`config.mk`:
```
export PLATFORM = sky130hd
export DESIGN_NAME = i2c_bus_condition_tracker
export DESIGN_NICKNAME = d
export VERILOG_FILES = /design/src/rtl/i2c_pkg.sv /design/src/rtl/i2c_scl_timeout_counter.sv /design/src/rtl/i2c_bus_condition_tracker.sv
export SDC_FILE = /design/constraint.sdc
export NUM_CORES = 1
export LEC_CHECK = 0
export BUFFER_PORTS_ARGS = -buffer_cell sky130_fd_sc_hd__buf_2
export CORE_ASPECT_RATIO = 1.25
export CORE_MARGIN = 2
export CORE_UTILIZATION = 37
export CTS_BUF_LIST = sky130_fd_sc_hd__clkbuf_4
export DETAILED_ROUTE_END_ITERATION = 8
export GPL_TIMING_DRIVEN = 0
export PLACE_DENSITY = 0.64
export SETUP_SLACK_MARGIN = 0.3
export SLEW_MARGIN = 0
export SYNTH_ARGS = -nofsm -noshare
export SYNTH_HDL_FRONTEND = slang
export SYNTH_SLANG_ARGS = --single-unit
```
`constraint.sdc`:
```
create_clock -name clk -period 1.7 [get_ports clk]
set_input_delay 0.17 -clock clk [delete_from_list [all_inputs] [get_ports clk]]
set_output_delay 0.17 -clock clk [all_outputs]
set_load 0.03 [all_outputs]
```
`src/rtl/i2c_pkg.sv`:
```
// Shared types and constants for the I2C bus condition tracker.
package i2c_pkg;

    localparam int unsigned I2C_BITS_PER_BYTE = 8;
    localparam int unsigned I2C_BIT_CNT_W     = 4;

    typedef enum logic [1:0] {
        StIdle,
        StShift,
        StAck
    } i2c_state_e;

endpackage

```
`src/rtl/i2c_scl_timeout_counter.sv`:
```
// Counts consecutive cycles with SCL held low while the bus is busy; flags expiry
// on the TIMEOUT_CYCLES-th counted cycle.
module i2c_scl_timeout_counter #(
    parameter int unsigned TIMEOUT_CYCLES = 1000
) (
    input  logic clk,
    input  logic resetn,
    input  logic run,
    output logic expired
);

    localparam int unsigned CntW = $clog2(TIMEOUT_CYCLES + 1);
    localparam logic [CntW-1:0] CntLast = CntW'(TIMEOUT_CYCLES - 1);
    localparam logic [CntW-1:0] CntOne  = CntW'(1);

    logic [CntW-1:0] count_q;

    assign expired = run && (count_q == CntLast);

    always_ff @(posedge clk) begin
        if (!resetn) begin
            count_q <= '0;
        end else if (!run || expired) begin
            count_q <= '0;
        end else begin
            count_q <= count_q + CntOne;
        end
    end

endmodule

```
`src/rtl/i2c_bus_condition_tracker.sv`:
```
// I2C START/STOP/data/ACK tracker fed by SCL/SDA edge pulses.
// Optional SCL-low timeout enabled by defining I2C_BUS_TRACKER_TIMEOUT_EN.
module i2c_bus_condition_tracker
    import i2c_pkg::*;
#(
    parameter int unsigned TIMEOUT_CYCLES = 1000
) (
    input  logic       clk,
    input  logic       resetn,
    input  logic       tracker_en,
    input  logic       scl_in,
    input  logic       sda_in,
    input  logic       scl_rise_edge,
    input  logic       scl_fall_edge,
    input  logic       sda_rise_edge,
    input  logic       sda_fall_edge,
    output logic       start_det,
    output logic       rstart_det,
    output logic       stop_det,
    output logic       bus_busy,
    output logic       byte_valid,
    output logic [7:0] byte_data,
    output logic       ack_valid,
    output logic       ack_nack,
    output logic [3:0] bit_cnt,
    output logic       bus_error,
    output logic       bus_timeout
);

    localparam logic [I2C_BIT_CNT_W-1:0] CntOne  = I2C_BIT_CNT_W'(1);
    localparam logic [I2C_BIT_CNT_W-1:0] CntLast = I2C_BIT_CNT_W'(I2C_BITS_PER_BYTE - 1);

    i2c_state_e state_q, state_d;
    logic       pending_q, pending_d;
    logic       sample_q, sample_d;
    logic [6:0] shreg_q, shreg_d;
    logic [7:0] byte_data_d;
    logic [3:0] bit_cnt_d;
    logic       ack_nack_d, bus_busy_d;
    logic       start_det_d, rstart_det_d, stop_det_d, byte_valid_d, ack_valid_d;
    logic       bus_error_d, bus_timeout_d;

    logic start_cond, stop_cond, commit, in_xfer, framing_err, timeout_hit;

    // A condition needs SDA to move while SCL is stable high.
    assign start_cond = sda_fall_edge && scl_in && !scl_fall_edge && !scl_rise_edge;
    assign stop_cond  = sda_rise_edge && scl_in && !scl_fall_edge && !scl_rise_edge;
    assign in_xfer    = (state_q != StIdle);
    assign commit     = scl_fall_edge && pending_q && in_xfer;
    assign framing_err = (state_q == StAck) || ((state_q == StShift) && (bit_cnt != '0));

`ifdef I2C_BUS_TRACKER_TIMEOUT_EN
    i2c_scl_timeout_counter #(
        .TIMEOUT_CYCLES(TIMEOUT_CYCLES)
    ) u_scl_timeout (
        .clk    (clk),
        .resetn (resetn),
        .run    (tracker_en && bus_busy && !scl_in && in_xfer),
        .expired(timeout_hit)
    );
`else
    logic [31:0] unused_timeout_cycles;
    assign unused_timeout_cycles = TIMEOUT_CYCLES;
    assign timeout_hit = 1'b0;
`endif

    always_ff @(posedge clk) begin
        if (!resetn) begin
            state_q <= StIdle;
        end else begin
            state_q <= state_d;
        end
    end

    always_comb begin
        state_d = state_q;
        if (!tracker_en || timeout_hit) begin
            state_d = StIdle;
        end else if (start_cond) begin
            state_d = StShift;
        end else if (stop_cond) begin
            state_d = StIdle;
        end else if (commit) begin
            if (state_q == StShift && bit_cnt == CntLast) begin
                state_d = StAck;
            end else if (state_q == StAck) begin
                state_d = StShift;
            end
        end
    end

    always_comb begin
        pending_d     = pending_q;
        sample_d      = sample_q;
        shreg_d       = shreg_q;
        byte_data_d   = byte_data;
        bit_cnt_d     = bit_cnt;
        ack_nack_d    = ack_nack;
        bus_busy_d    = bus_busy;
        start_det_d   = 1'b0;
        rstart_det_d  = 1'b0;
        stop_det_d    = 1'b0;
        byte_valid_d  = 1'b0;
        ack_valid_d   = 1'b0;
        bus_error_d   = 1'b0;
        bus_timeout_d = 1'b0;
        if (!tracker_en || timeout_hit) begin
            bus_timeout_d = tracker_en;
            bus_busy_d    = 1'b0;
            pending_d     = 1'b0;
            bit_cnt_d     = '0;
            shreg_d       = '0;
        end else if (start_cond) begin
            start_det_d  = !in_xfer;
            rstart_det_d = in_xfer;
            bus_error_d  = in_xfer && framing_err;
            bus_busy_d   = 1'b1;
            pending_d    = 1'b0;
            bit_cnt_d    = '0;
            shreg_d      = '0;
        end else if (stop_cond) begin
            stop_det_d  = 1'b1;
            bus_error_d = in_xfer && framing_err;
            bus_busy_d  = 1'b0;
            pending_d   = 1'b0;
            bit_cnt_d   = '0;
            shreg_d     = '0;
        end else if (in_xfer && scl_rise_edge) begin
            sample_d  = sda_in;
            pending_d = 1'b1;
        end else if (commit) begin
            pending_d = 1'b0;
            if (state_q == StShift) begin
                shreg_d   = {shreg_q[5:0], sample_q};
                bit_cnt_d = bit_cnt + CntOne;
                if (bit_cnt == CntLast) begin
                    byte_data_d  = {shreg_q, sample_q};
                    byte_valid_d = 1'b1;
                end
            end else begin
                ack_valid_d = 1'b1;
                ack_nack_d  = sample_q;
                bit_cnt_d   = '0;
            end
        end
    end

    always_ff @(posedge clk) begin
        if (!resetn) begin
            pending_q   <= 1'b0;
            sample_q    <= 1'b0;
            shreg_q     <= '0;
            byte_data   <= '0;
            bit_cnt     <= '0;
            ack_nack    <= 1'b0;
            bus_busy    <= 1'b0;
            start_det   <= 1'b0;
            rstart_det  <= 1'b0;
            stop_det    <= 1'b0;
            byte_valid  <= 1'b0;
            ack_valid   <= 1'b0;
            bus_error   <= 1'b0;
            bus_timeout <= 1'b0;
        end else begin
            pending_q   <= pending_d;
            sample_q    <= sample_d;
            shreg_q     <= shreg_d;
            byte_data   <= byte_data_d;
            bit_cnt     <= bit_cnt_d;
            ack_nack    <= ack_nack_d;
            bus_busy    <= bus_busy_d;
            start_det   <= start_det_d;
            rstart_det  <= rstart_det_d;
            stop_det    <= stop_det_d;
            byte_valid  <= byte_valid_d;
            ack_valid   <= ack_valid_d;
            bus_error   <= bus_error_d;
            bus_timeout <= bus_timeout_d;
        end
    end

endmodule
```
==> results.json, run 1 <==
{
  "status": "complete, no violations",
  "core_area_mm2": 0.00325,
  "clock-sinks": 31,
  "grt_pass1_wl_um": 4760,
  "fin_ws_ns": 0.328,
  "synth_seq_cells": 31,
  "dieArea_mm2": 0.00393,
  "crit_path_start": "state_q[1]$_SDFFE_PP0P_",
  "drtIter0Drc": 31,
  "port-buffer-count": 28,
  "vias": 1178,
  "ys_types": 31,
  "final_nets": 199,
  "worstRegToRegCells": 6,
  "pre_cts_slack_ns": 0.0756,
  "antenna_found_initial": 0,
  "final_cell_mix": "buf_2, dfxtp_1, nor2_1, nand2_1",
  "period_needed_ns": 1.37,
  "worstPathArrival_ns": 1.62,
  "hold_violations": 0,
  "tns_ns": 0,
  "hp-class": "in -> reg",
  "setup-violations-final": 0,
  "numCtsBuffers": 5,
  "grt_pass1_vias": 1098,
  "worst-setup-path-type": "reg -> reg",
  "dieWidth_um": 56.5,
  "drc": 0,
  "required_ns": 1.95,
  "yosys.area.top_type": "dfxtp_1",
  "grt.total_usage": 0.153,
  "crit_path_max_fanout": 6,
  "worstReg2RegStart": "state_q[1]$_SDFFE_PP0P_",
  "rsz0062_at_grt": "yes",
  "area_growth_pct": 28.6,
  "cts_tree": "done",
  "routed_wl_um": 2870,
  "finClkSkew_ns": 0.00714,
  "p_leak_nw": 0.680,
  "mappedNetlistNets": 155,
  "syn_area_per_cell_um2": 8.84,
  "wl_per_cell_um": 12.7,
  "h-tree-depth": 2,
  "crit_path_start_kind": "flop",
  "fmax_mhz": 729,
  "syn-instance-count": 144,
  "timing.final.crit_share": 0.807,
  "syn_area_mm2": 0.00127,
  "maxSlewViolCount": 0,
  "yosysWarnings": 0,
  "cellPowerDensity_mw_per_mm2": 740,
  "drive_gt1_frac": 0.339,
  "dp_hpwl_um": 1970,
  "antenna_left": 0,
  "gr-total-overflow": 0,
  "min_from": "sda_fall_edge",
  "crit_path_end_kind": "flop",
  "ios": 30,
  "seq_area_frac_synth": 0.488,
  "clk_pin_slew_ns": 0.09,
  "die_y_um": 69.6,
  "synth_area_leaders": "dfxtp_1, mux2i_1, o21ai_0",
  "ctsLongestPathBuffers": 2,
  "holdPathStages": 2,
  "viasPerCell": 5.21,
  "insertion_delay_ns": 0.32,
  "grt_start_max_net_pins": 11,
  "cts_root_buffer": "clkbuf_4",
  "synth_top_area_share": 0.488,
  "first_pass_iters": 4,
  "rrSetupSlack_ns": 0.33,
  "final_common_cell": "buf_2",
  "start_util": 0.391,
  "gp_congestion": 0.779,
  "max_cap_violations": 0,
  "antenna_cells": 0,
  "num_rows": 23,
  "vdd.ir_drop.worst_mv": 0.577
}
timing repair:
| item | CTS | global route |
|---|---|---|
| buffers inserted | 7 | 1 |
| endpoints found under the setup margin | 16 | 20 |
| hold buffers | 0 | 0 |
| pin swaps | 2 | 1 |
| gates resized for setup | 9 | 7 |
| cloned | 1 | 0 |
report_power, final:
part           internal [W]  switching (W)
clock              0.000193       0.000238
combinational     0.0000185      0.0000373
sequential         0.000724    0.000000864
logic make-up (layout without fill, tap and decap cells):
| group | after synthesis | count (layout) | synth area share |
|---|---|---|---|
| AOI/OAI and AO/OA | 28 | 28 | 0.119 |
| adders and majority gates | 2 | 2 | 0.0197 |
| buffers and inverters | 13 | 58 | 0.0521 |
| DFF | 31 | 31 | 0.488 |
| muxes | 9 | 9 | 0.0708 |
| other | 1 | 1 | 0.00295 |
| and+or+nand+nor | 60 | 60 | 0.248 |
stage by stage:
stage | instance area, µm² | total power (W) | utilization | hold WS [ns] | std cells
floorplan | 1290 | 0.000772 | - | 0.246 | 144
global placement | 1480 | 0.000793 | 0.455 | 0.380 | 209
detailed placement | 1480 | 0.000794 | 0.455 | 0.400 | 209
CTS | 1610 | 0.00123 | 0.496 | 0.0404 | 225
global route | 1640 | 0.00127 | 0.503 | 0.0258 | 226
finish | 1640 | 0.00121 | 0.503 | 0.0624 | 226
cells in the mapped netlist:
library cell / instances
clkbuf_1: 2
buf_2: 2
nor4_4: 1
or2_2: 1
mux2i_1: 9
nor2_1: 18
a21oi_1: 9
dfxtp_1: 31
nand2b_1: 1
nand3_1: 12
ha_1: 2
a41oi_1: 1
nor2_2: 1
nand2_1: 13
nand3b_4: 1
nor3_1: 5
o22a_1: 1
nand3b_1: 1
and3b_1: 1
nand4_1: 1
o21ai_0: 15
a22oi_1: 1
buf_4: 2
or4_1: 1
nor4_1: 1
nor4bb_1: 1
conb_1: 1
inv_1: 6
o22ai_1: 1
buf_6: 1
nor3b_1: 1
final cells by class:
class / instances / area [µm²]
buffer: 7 / 47.5
fill: 326 / 1620
inverter: 6 / 22.5
tap: 37 / 46.3
clock inverter: 1 / 5.00
sequential: 31 / 631
timing repair buffer: 37 / 211
clock buffer: 7 / 52.6
multi-input combinational: 100 / 621
sequential cells by signal (all words and copies together), names as in the netlist, 2 cells and up:
name	flops
bit_cnt	4
byte_data	8
shreg_q	7
state_q	2
worst max-delay path, cell delays in order (launching register included):
cell	delay [ns]
dfxtp_1	0.35
nand2b_2	0.27
nor4_4	0.24
buf_4	0.19
buf_6	0.10
nand3_1	0.08
o21ai_0	0.08
layer usage:
layer,global-route usage,vias to the layer above,share of wire
met4,0.0556,0,0.010
met5,0,-,0
met3,0.0616,8,0.069
met2,0.256,46,0.49
li1,-,587,-
met1,0.173,537,0.43
path summary, 6_finish.rpt:
| check | end |
|---|---|
| setup / recovery | byte_data[5]$_SDFFE_PN0P_ |
| hold / removal | stop_det$_SDFF_PP0_ |
| setup reg to reg | byte_data[5]$_SDFFE_PN0P_ |
| hold reg to reg | byte_data[0]$_SDFFE_PN0P_ |
No activity file was read; power rests on OpenSTA's default activity.
==> inputs of run 2 (changes only) <==
- clock period: 1.7 -> 1.31 ns (I/O delays scaled with it)
==> results.json, run 2 (synthesis results as in run 1) <==
{
  "required_ns": 1.53,
  "finClkSkew_ns": 0.0111,
  "cellPowerDensity_mw_per_mm2": 802,
  "insertion_delay_ns": 0.34,
  "maxSlewViolCount": 0,
  "gr-total-overflow": 0,
  "min_from": "sda_in",
  "port-buffer-count": 28,
  "fin_ws_ns": -0.0680,
  "dieWidth_um": 56.5,
  "h-tree-depth": 2,
  "final_cell_count_no_fill": 238,
  "dp_hpwl_um": 2030,
  "top_regs": "byte_data: 8 flops, shreg_q: 7 flops, bit_cnt: 4 flops",
  "crit_path_start_kind": "flop",
  "numCtsBuffers": 5,
  "worstReg2RegEnd": "state_q[0]$_SDFFE_PP0P_",
  "clk_pin_slew_ns": 0.10,
  "crit_path_end_kind": "flop",
  "final_nets": 211,
  "wl_per_cell_um": 14.3,
  "hp-class": "in -> reg",
  "dieArea_mm2": 0.00393,
  "cts_tree": "done",
  "p_leak_nw": 0.793,
  "crit_path_top_delay_cell": "dfxtp_4",
  "vdd.ir_drop.worst_mv": 0.587,
  "grt_pass1_vias": 1200,
  "antenna_found_initial": 0,
  "worstPathArrival_ns": 1.60,
  "placed_cell_area_mm2": 0.00152,
  "drive_gt1_frac": 0.552,
  "grt_start_max_net_pins": 11,
  "crit_path_start": "bit_cnt[0]$_SDFFE_PP0P_",
  "dp.cells": 209,
  "met3WireLength_um": 171,
  "crit_family": "flip-flops",
  "viasPerCell": 5.24,
  "wl_met1_um": 1340,
  "cts_root_buffer": "clkbuf_4",
  "num_rows": 23,
  "largest_reg_flops": 8,
  "timing.final.crit_share": 1.05,
  "grt_pass1_wl_um": 5190,
  "period_needed_ns": 1.38,
  "routed.top_layer": "met4",
  "worst-setup-path-type": "reg -> reg",
  "first_pass_iters": 4,
  "cp_cell_sequence": "ha_4, nand3b_1, buf_6, nor3_4, a21oi_2, o22a_1",
  "finalInstanceArea_mm2": 0.00199,
  "crit_path_max_fanout": 3,
  "area_growth_pct": 56.5,
  "routed_wl_um": 3410,
  "worstReg2RegStart": "bit_cnt[0]$_SDFFE_PP0P_",
  "grt.total_usage": 0.172,
  "worstRegToRegCells": 6,
  "drtIter0Drc": 33,
  "status": "finished with violations",
  "ios": 30,
  "drc": 0,
  "max_cap_violations": 0,
  "die_y_um": 69.6,
  "ctsLongestPathBuffers": 2,
  "crit_end": "state_q[0]$_SDFFE_PP0P_",
  "vias": 1248,
  "rrSetupSlack_ns": -0.07,
  "largest_register": "byte_data",
  "clock-sinks": 31,
  "antenna_cells": 0,
  "start_util": 0.391,
  "antenna_left": 0,
  "final_common_cell": "buf_4",
  "violations": "negative setup slack",
  "cp_slowest_stage_delay_ns": 0.38,
  "final_cell_mix": "buf_4, buf_6, dfxtp_1, nor2_1, buf_2",
  "fmax_mhz": 726,
  "fillers": 271,
  "core_area_mm2": 0.00325,
  "crit_cells": 6,
  "rsz0062_at_grt": "yes",
  "gp_congestion": 0.775,
  "wl_met2_um": 1790,
  "path_buf_inv": 1,
  "hold_violations": 0,
  "setup-violations-final": 11
}
-- run 2: cell count changes in the layout (fill, tap and decap cells not counted), sizes merged --
cell and change:
clkbuf -2, clkinvlp +1, dlygate4sd3 +1, buf +12
-- run 2: worst min-delay path by stage --
| stage | endpoint | slack [ns] | cells past startpoint |
|---|---|---|---|
| 6_report | sample_q$_SDFFE_PN0P_ | 0.06 | 3 |
| 5_1_grt | stop_det$_SDFF_PP0_ | 0.05 | 2 |
| 4_1_cts | sample_q$_SDFFE_PN0P_ | 0.03 | 3 |
| 3_5_place_dp | stop_det$_SDFF_PP0_ | 0.35 | 2 |
| 3_3_place_gp | stop_det$_SDFF_PP0_ | 0.34 | 2 |
| 2_1_floorplan | stop_det$_SDFF_PP0_ | 0.21 | 1 |
-- run 2: area by class of cell --
| class | instances | area, µm² | share of cell area |
|---|---|---|---|
| inverters | 6 | 22.5 | 0.0113 |
| plain buffers | 7 | 51.3 | 0.0258 |
| multi-input cells | 100 | 752 | 0.378 |
| flip-flops and latches | 31 | 649 | 0.326 |
| well taps | 37 | 46.3 | 0.0232 |
| clock inverters | 2 | 12.5 | 0.00628 |
| repair buffers | 49 | 413 | 0.207 |
| clock buffers | 6 | 45.0 | 0.0226 |
-- run 2: worst min-delay path: stages --
cell and delay [ns]:
buf_2 0.08, mux2i_1 0.05, nor2_1 0.10
-- run 2: where the power goes --
part            total, W  internal, W  switching, W
clock           0.000572     0.000228      0.000345
sequential      0.000935     0.000933    0.00000157
combinational  0.0000892    0.0000330     0.0000562
-- run 2: metrics by stage --
stage / util / hold slack, ns / setup TNS [ns] / power, W / setup WS (ns)
3_5_place_dp: 0.466 / 0.349 / -2.17 / 0.00103 / -0.207
5_1_grt: 0.613 / 0.0500 / -0.925 / 0.00167 / -0.128
4_1_cts: 0.563 / 0.0292 / -0.510 / 0.00160 / -0.0766
3_3_place_gp: 0.466 / 0.342 / -1.79 / 0.00103 / -0.177
2_1_floorplan: - / 0.207 / -0.613 / 0.00100 / -0.0811
6_report: 0.613 / 0.0590 / -0.312 / 0.00160 / -0.0680
-- run 2: routing by layer --
layer,vias to the layer above,track usage
li1,611,-
met4,0,0.119
met5,-,0
met2,42,0.295
met3,10,0.0616
met1,585,0.167
-- run 2: repair_timing --
| action | 4_1_cts | 5_1_grt |
|---|---|---|
| pin swaps | 12 | 17 |
| setup endpoints to repair | 39 | 42 |
| cloned | 1 | 0 |
| hold buffers | 1 | 0 |
| gates resized for setup | 43 | 42 |
| buffers inserted | 15 | 4 |
| hold endpoints to repair | 1 | 0 |
